--- config.mk ---
export PLATFORM = sky130hd
export DESIGN_NAME = bpu_resolve
export DESIGN_NICKNAME = d
export VERILOG_FILES = /design/src/rtl/bpu_resolve.sv
export SDC_FILE = /design/constraint.sdc
export NUM_CORES = 1
export LEC_CHECK = 0
export ABC_AREA = 1
export ABC_CLOCK_PERIOD_IN_PS = 13200
export CORE_ASPECT_RATIO = 0.8
export CORE_UTILIZATION = 53
export DETAILED_ROUTE_END_ITERATION = 10
export PLACE_DENSITY_LB_ADDON = 0.12
export SLEW_MARGIN = 20
export SYNTH_ARGS = -nofsm -noshare
export SYNTH_HDL_FRONTEND = slang
export SYNTH_SLANG_ARGS = --single-unit
--- constraint.sdc ---
create_clock -name clk -period 13.2 [get_ports clk]
set_input_delay 2.64 -clock clk [delete_from_list [all_inputs] [get_ports clk]]
set_output_delay 2.64 -clock clk [all_outputs]
set_load 0.005 [all_outputs]
--- src/rtl/bpu_resolve.sv ---
// EX-stage branch resolution: registered mispredict flags, one-shot redirect and a
// predictor-update FIFO. Define BPU_UPD_MISS_ONLY_EN to enqueue only mispredicted branches.
module bpu_resolve #(
  parameter int FIFO_DEPTH   = 2,
  parameter int FALLTHRU_OFF = 8
) (
  input  logic        clk,
  input  logic        reset,
  input  logic        stall,
  input  logic        flush,
  input  logic        ex_valid_i,
  input  logic        is_branch_i,
  input  logic [1:0]  br_type_i,
  input  logic [31:0] pc_i,
  input  logic        pred_taken_i,
  input  logic [31:0] pred_target_i,
  input  logic        act_taken_i,
  input  logic [31:0] act_target_i,
  output logic        predict_flag,
  output logic [1:0]  wrong_type,
  output logic        redirect_valid,
  output logic [31:0] redirect_pc,
  output logic        upd_valid,
  input  logic        upd_ready,
  output logic [31:0] upd_pc,
  output logic [31:0] upd_target,
  output logic        upd_taken,
  output logic [1:0]  upd_type,
  output logic [15:0] drop_cnt
);

  localparam int AW = (FIFO_DEPTH > 1) ? $clog2(FIFO_DEPTH) : 1;
  localparam int CW = AW + 1;
  localparam logic [CW-1:0] DEPTH_C = CW'(FIFO_DEPTH);

  typedef struct packed {
    logic [31:0] pc;
    logic [31:0] target;
    logic        taken;
    logic [1:0]  btype;
  } upd_t;

  function automatic logic [15:0] sat_inc16(input logic [15:0] v);
    return (v == 16'hFFFF) ? v : v + 16'd1;
  endfunction

  logic        resolve, mis, push_req, push, pop, full, empty;
  logic        flag_d, flag_q;
  logic [1:0]  wtype_d, wtype_q;
  logic        rvld_d, rvld_q;
  logic [31:0] rpc_d, rpc_q;
  logic [AW-1:0] wr_ptr_d, wr_ptr_q, rd_ptr_d, rd_ptr_q;
  logic [CW-1:0] cnt_d, cnt_q;
  logic [15:0] drop_d, drop_q;
  upd_t        entry;
  upd_t        mem_q [FIFO_DEPTH];

  // Resolution and redirect
  always_comb begin
    resolve = ex_valid_i & is_branch_i & ~stall & ~flush;
    mis     = resolve & ((pred_taken_i != act_taken_i) |
                         (act_taken_i & (pred_target_i != act_target_i)));
    flag_d  = flag_q;
    wtype_d = wtype_q;
    rpc_d   = rpc_q;
    rvld_d  = mis;
    if (!stall) begin
      flag_d  = ~mis;
      wtype_d = mis ? br_type_i : 2'b00;
    end
    if (mis) rpc_d = act_taken_i ? act_target_i : pc_i + 32'(FALLTHRU_OFF);
  end

  // Update FIFO bookkeeping; a full queue still accepts a push when the head leaves
  always_comb begin
`ifdef BPU_UPD_MISS_ONLY_EN
    push_req = mis;
`else
    push_req = resolve;
`endif
    empty    = (cnt_q == '0);
    full     = (cnt_q == DEPTH_C);
    pop      = ~empty & upd_ready;
    push     = push_req & (~full | pop);
    entry    = '{pc: pc_i, target: act_target_i, taken: act_taken_i, btype: br_type_i};
    wr_ptr_d = push ? wr_ptr_q + AW'(1) : wr_ptr_q;
    rd_ptr_d = pop  ? rd_ptr_q + AW'(1) : rd_ptr_q;
    cnt_d    = cnt_q;
    case ({push, pop})
      2'b10:   cnt_d = cnt_q + CW'(1);
      2'b01:   cnt_d = cnt_q - CW'(1);
      default: cnt_d = cnt_q;
    endcase
    drop_d   = (push_req & full & ~pop) ? sat_inc16(drop_q) : drop_q;
  end

  always_ff @(posedge clk) begin
    if (reset) begin
      flag_q   <= 1'b1;
      wtype_q  <= 2'b00;
      rvld_q   <= 1'b0;
      rpc_q    <= '0;
      wr_ptr_q <= '0;
      rd_ptr_q <= '0;
      cnt_q    <= '0;
      drop_q   <= '0;
    end else begin
      flag_q   <= flag_d;
      wtype_q  <= wtype_d;
      rvld_q   <= rvld_d;
      rpc_q    <= rpc_d;
      wr_ptr_q <= wr_ptr_d;
      rd_ptr_q <= rd_ptr_d;
      cnt_q    <= cnt_d;
      drop_q   <= drop_d;
    end
  end

  // Storage is data only; validity comes from the occupancy counter
  always_ff @(posedge clk) begin
    if (push) mem_q[wr_ptr_q] <= entry;
  end

  assign predict_flag   = flag_q;
  assign wrong_type     = wtype_q;
  assign redirect_valid = rvld_q;
  assign redirect_pc    = rpc_q;
  assign upd_valid      = ~empty;
  assign upd_pc         = mem_q[rd_ptr_q].pc;
  assign upd_target     = mem_q[rd_ptr_q].target;
  assign upd_taken      = mem_q[rd_ptr_q].taken;
  assign upd_type       = mem_q[rd_ptr_q].btype;
  assign drop_cnt       = drop_q;

endmodule

==> summary.md <==
| Metric | Value |
|---|---|
| Status | completed |
| Number of global-route vias before repair | about 6800 |
| Post-Synth Adder-Cell Area | 0.00416 |
| FF-to-FF End | mem_q[0][18] |
| Setup crit start kind | register |
| Cts hold-fix bufs | 0 |
| Grt ovf | 0 |
| Iteration-0 DRC Markers | 602 |
| Final Max Tran Viols | 0 |
| Final non-filler cell total | between 1000 and 1500 |
| Combinational power share | 0.115 |
| Synth top area cells | edfxtp_1 (45%), dfxtp_1 (13%), nand2_1 (11%) |
| Drt total wl | 24300 µm |
| Least-Margin Pin Slew | about 1000 ps |
| Starting Density | 0.543 |
| CP cell instances | buf_4, mux2_2, clkdlybuf4s50_1 |
| Residual DRC | 0 |
| Vias per cell | 5.19 |
| Mux contribution to synthesized area | 0.0836 |
| Antenna violations before repair | 0 |
| TritonCTS buffer count | 17 |
| Worst VDD drop | about 94 µV |
| Hold WC Path Type | reg -> reg |
| R2r setup slk | between 10000 and 15000 ps |
| Post-DRT Antenna Nets | 0 |
| Vias | approximately 7300 |
| I/O pins | 227 |
| Flop pwr share | 0.481 |
| Endpoints failing setup | 0 |
| GRT Overall Usage | 0.287 |
| Post-DP HPWL | approximately 18000 µm |
| Top FF cell, synth | edfxtp_1 |
| Worst-path clk slew | ~70 ps |
| Mapped Avg Cell Area | roughly 9.5 µm² |
| CP max stage cell | dfxtp_2 |
| H-tree depth | 4 |
| Largest net degree at the start of global routing | 39 |
| Top-area cell type share of the netlist area | 0.446 |
| Critical Path AT | roughly 2800 ps |
| Switching power | between 300 and 400 µW |
| Relative slew slack | 0.332 |
| Die Y | approximately 120 µm |
| Input/output buffers | between 200 and 250 |
| Slowest stage delay, CP | between 800 and 900 ps |
| Min cycle time layout | about 5400 ps |
| Yosys top cell by area | edfxtp_1 |
| Cell Pwr Density | 113 nW/µm² |
| TritonRoute pass-1 iters | 5 |
| Reg2reg start | cnt_q[0] |
| Syn Nets | ~1100 |
| XOR/XNOR share of the synthesized area | 0.0155 |
| Largest family of logic cells by synthesized area | simple AND/OR/NAND/NOR gates |
| Library cells used by synthesis | 40 |
| Final setup TNS | 0 ps |
| Setup Crit Path Kind | reg -> out |
| CP top delay family | buffers and inverters |
| Asr flop ratio synth | 0 |
| Ant diodes | 0 |
| Crit path required time | 10560 ps |
| Placed insts | roughly 1400 |
| Final #Nets | approximately 1300 |
| P&R area growth vs syn | 34.0% |
| Post-synthesis simple-gate area fraction | 0.217 |
| Min-Delay Path Depth | 1 |
| Final period util | 0.412 |
| Post-Synthesis Cells | 953 |
| Crit end category | output port |
| Final Skew | 9.78 ps |
| CP Buf/Inv Count | 2 |
| Clock buffer depth | 2 |
| Leakage power total | about 4.6 nW |
| Number of synthesized flops with an enable pin | roughly 130 |
| First-pass GRT wire length | between 30000 and 40000 µm |
| RSZ-0062 raised after global routing | false |
| Critical path peak fanout | 34 |
| Worst-skew pair later-pin latency | between 400 and 500 ps |
| Net Sw Frac | 0.228 |
| Sequential area share after synthesis | 0.572 |
| Synth Register Bits | between 150 and 200 |
| Critical hold path startpoint | rd_ptr_q |
| CTS Root Cell | clkbuf_16 |
| # rows | 42 |
| Die area | between 15000 and 20000 µm² |
| Max Fclk | 184 MHz |
| Routed wire per std cell | 17.2 µm |
| Post-Syn Area | ~9000 µm² |
| CTS tree | done |
| Core Footprint | 16600 µm² |
| Max-Cap Viols | 0 |
| Number of synthesis warnings | 0 |
| Final Hold Fails | 0 |
| Die width | approximately 150 µm |
| Internal power | 1.05 mW |
| Clock Power Share | 0.404 |
| CTS resizes | 0 |
| R2R cell count | 7 |
| Post-CTS setup buffers | 0 |
| Compound-gate portion of the synthesized area | 0.0437 |
| GPL Wtd Cong | between 0.8 and 0.9 |
| Ratio of cells with drive above 1 in the final layout | 0.108 |
| CTS Sinks | between 150 and 200 |
power by group through the flow:
stage	Combinational (mW)	Clock, mW	Sequential [mW]
floorplan	0.0666	0	0.666
global placement	0.155	0	0.669
detailed placement	0.156	0	0.669
CTS	0.157	0.555	0.656
global route	0.171	0.578	0.657
finish	0.157	0.550	0.656
layout by cell type, fill, tap and decap left out, types with 2 or more instances in the layout:
| cell | count |
|---|---|
| nand2_1 | 265 |
| clkdlybuf4s50_1 | 226 |
| edfxtp_1 | 134 |
| nor2_1 | 111 |
| inv_1 | 108 |
| mux2_2 | 67 |
| dfxtp_1 | 56 |
| nand3_1 | 42 |
| o21ai_0 | 29 |
| a21oi_1 | 27 |
| clkbuf_16 | 17 |
| xnor2_1 | 11 |
| nand4_1 | 9 |
| nor3_1 | 8 |
| nand3b_1 | 7 |
| buf_4 | 6 |
| nor2_2 | 5 |
| xor2_1 | 5 |
| inv_6 | 5 |
| nor2_4 | 4 |
| nand3_2 | 4 |
| o21ai_1 | 4 |
| bufinv_16 | 4 |
| inv_2 | 3 |
| nor3_2 | 3 |
| a31oi_1 | 3 |
| o21bai_1 | 3 |
| ha_1 | 3 |
| clkinv_4 | 3 |
| o22ai_1 | 2 |
cells in the mapped netlist (7+ instances only):
cell type	n
dfxtp_1	57
nand4_1	9
a21oi_1	27
inv_1	108
clkbuf_1	7
edfxtp_1	134
nand3b_1	7
nor3_1	8
nand2_1	265
o21ai_0	29
mux2_2	67
nand3_1	42
buf_1	7
nor2_1	113
xnor2_1	11
worst max path at each step:
stage                     slack, ps        endpoint  cells after the start  startpoint
after global routing           7620  upd_target[29]                      3    register
after floorplan                6860     mem_q[1][0]                      5       stall
after CTS                      7720  upd_target[29]                      3    register
after detailed placement       7720    mem_q[0][21]                      7       stall
after global placement         7730     mem_q[1][2]                      7       stall
final                          7770  upd_target[29]                      3    register
area by class of cell:
| type | count | area [µm²] |
|---|---|---|
| flip-flops and latches | 191 | 5170 |
| fillers | 1231 | 4510 |
| multi-input cells | 623 | 3300 |
| repair buffers | 232 | 2310 |
| clock buffers | 17 | 425 |
| inverters | 111 | 417 |
| well taps | 220 | 275 |
| clock inverters | 15 | 206 |
stage by stage:
step	cell area, µm²	hold WS, ps	total power, mW	util	worst slack (ps)
after CTS	12100	440	1.37	0.728	7720
final	12100	447	1.36	0.728	7770
after global placement	11500	432	0.823	0.690	7730
after detailed placement	11500	431	0.825	0.690	7720
after floorplan	9020	425	0.733	-	6860
after global routing	12100	477	1.41	0.728	7620
sequential cells by signal, summed over array words and instances (netlist names), 2 cells and up, named ones only:
signal	cells
mem_q	134
redirect_pc	32
drop_cnt	16
cnt_q	2
wrong_type	2
cell families (layout without fill, tap and decap cells):
family / count (synthesis) / after routing
buf+inv: 139 / 375
mux: 67 / 67
simple gates: 464 / 464
fa+ha+maj: 3 / 3
xor+xnor: 16 / 16
compound gates: 73 / 73
flops: 191 / 191
layer usage:
metal  share of wire  GRT usage  wire, µm  up-vias
li1                -          -         -     3574
met1            0.43      0.390     10400     3382
met2            0.44      0.442     10700      337
met3            0.12     0.0900      2850       26
met4           0.014     0.0786       343        0
met5               0          0         0        -
(Power assumes the default switching activity.)
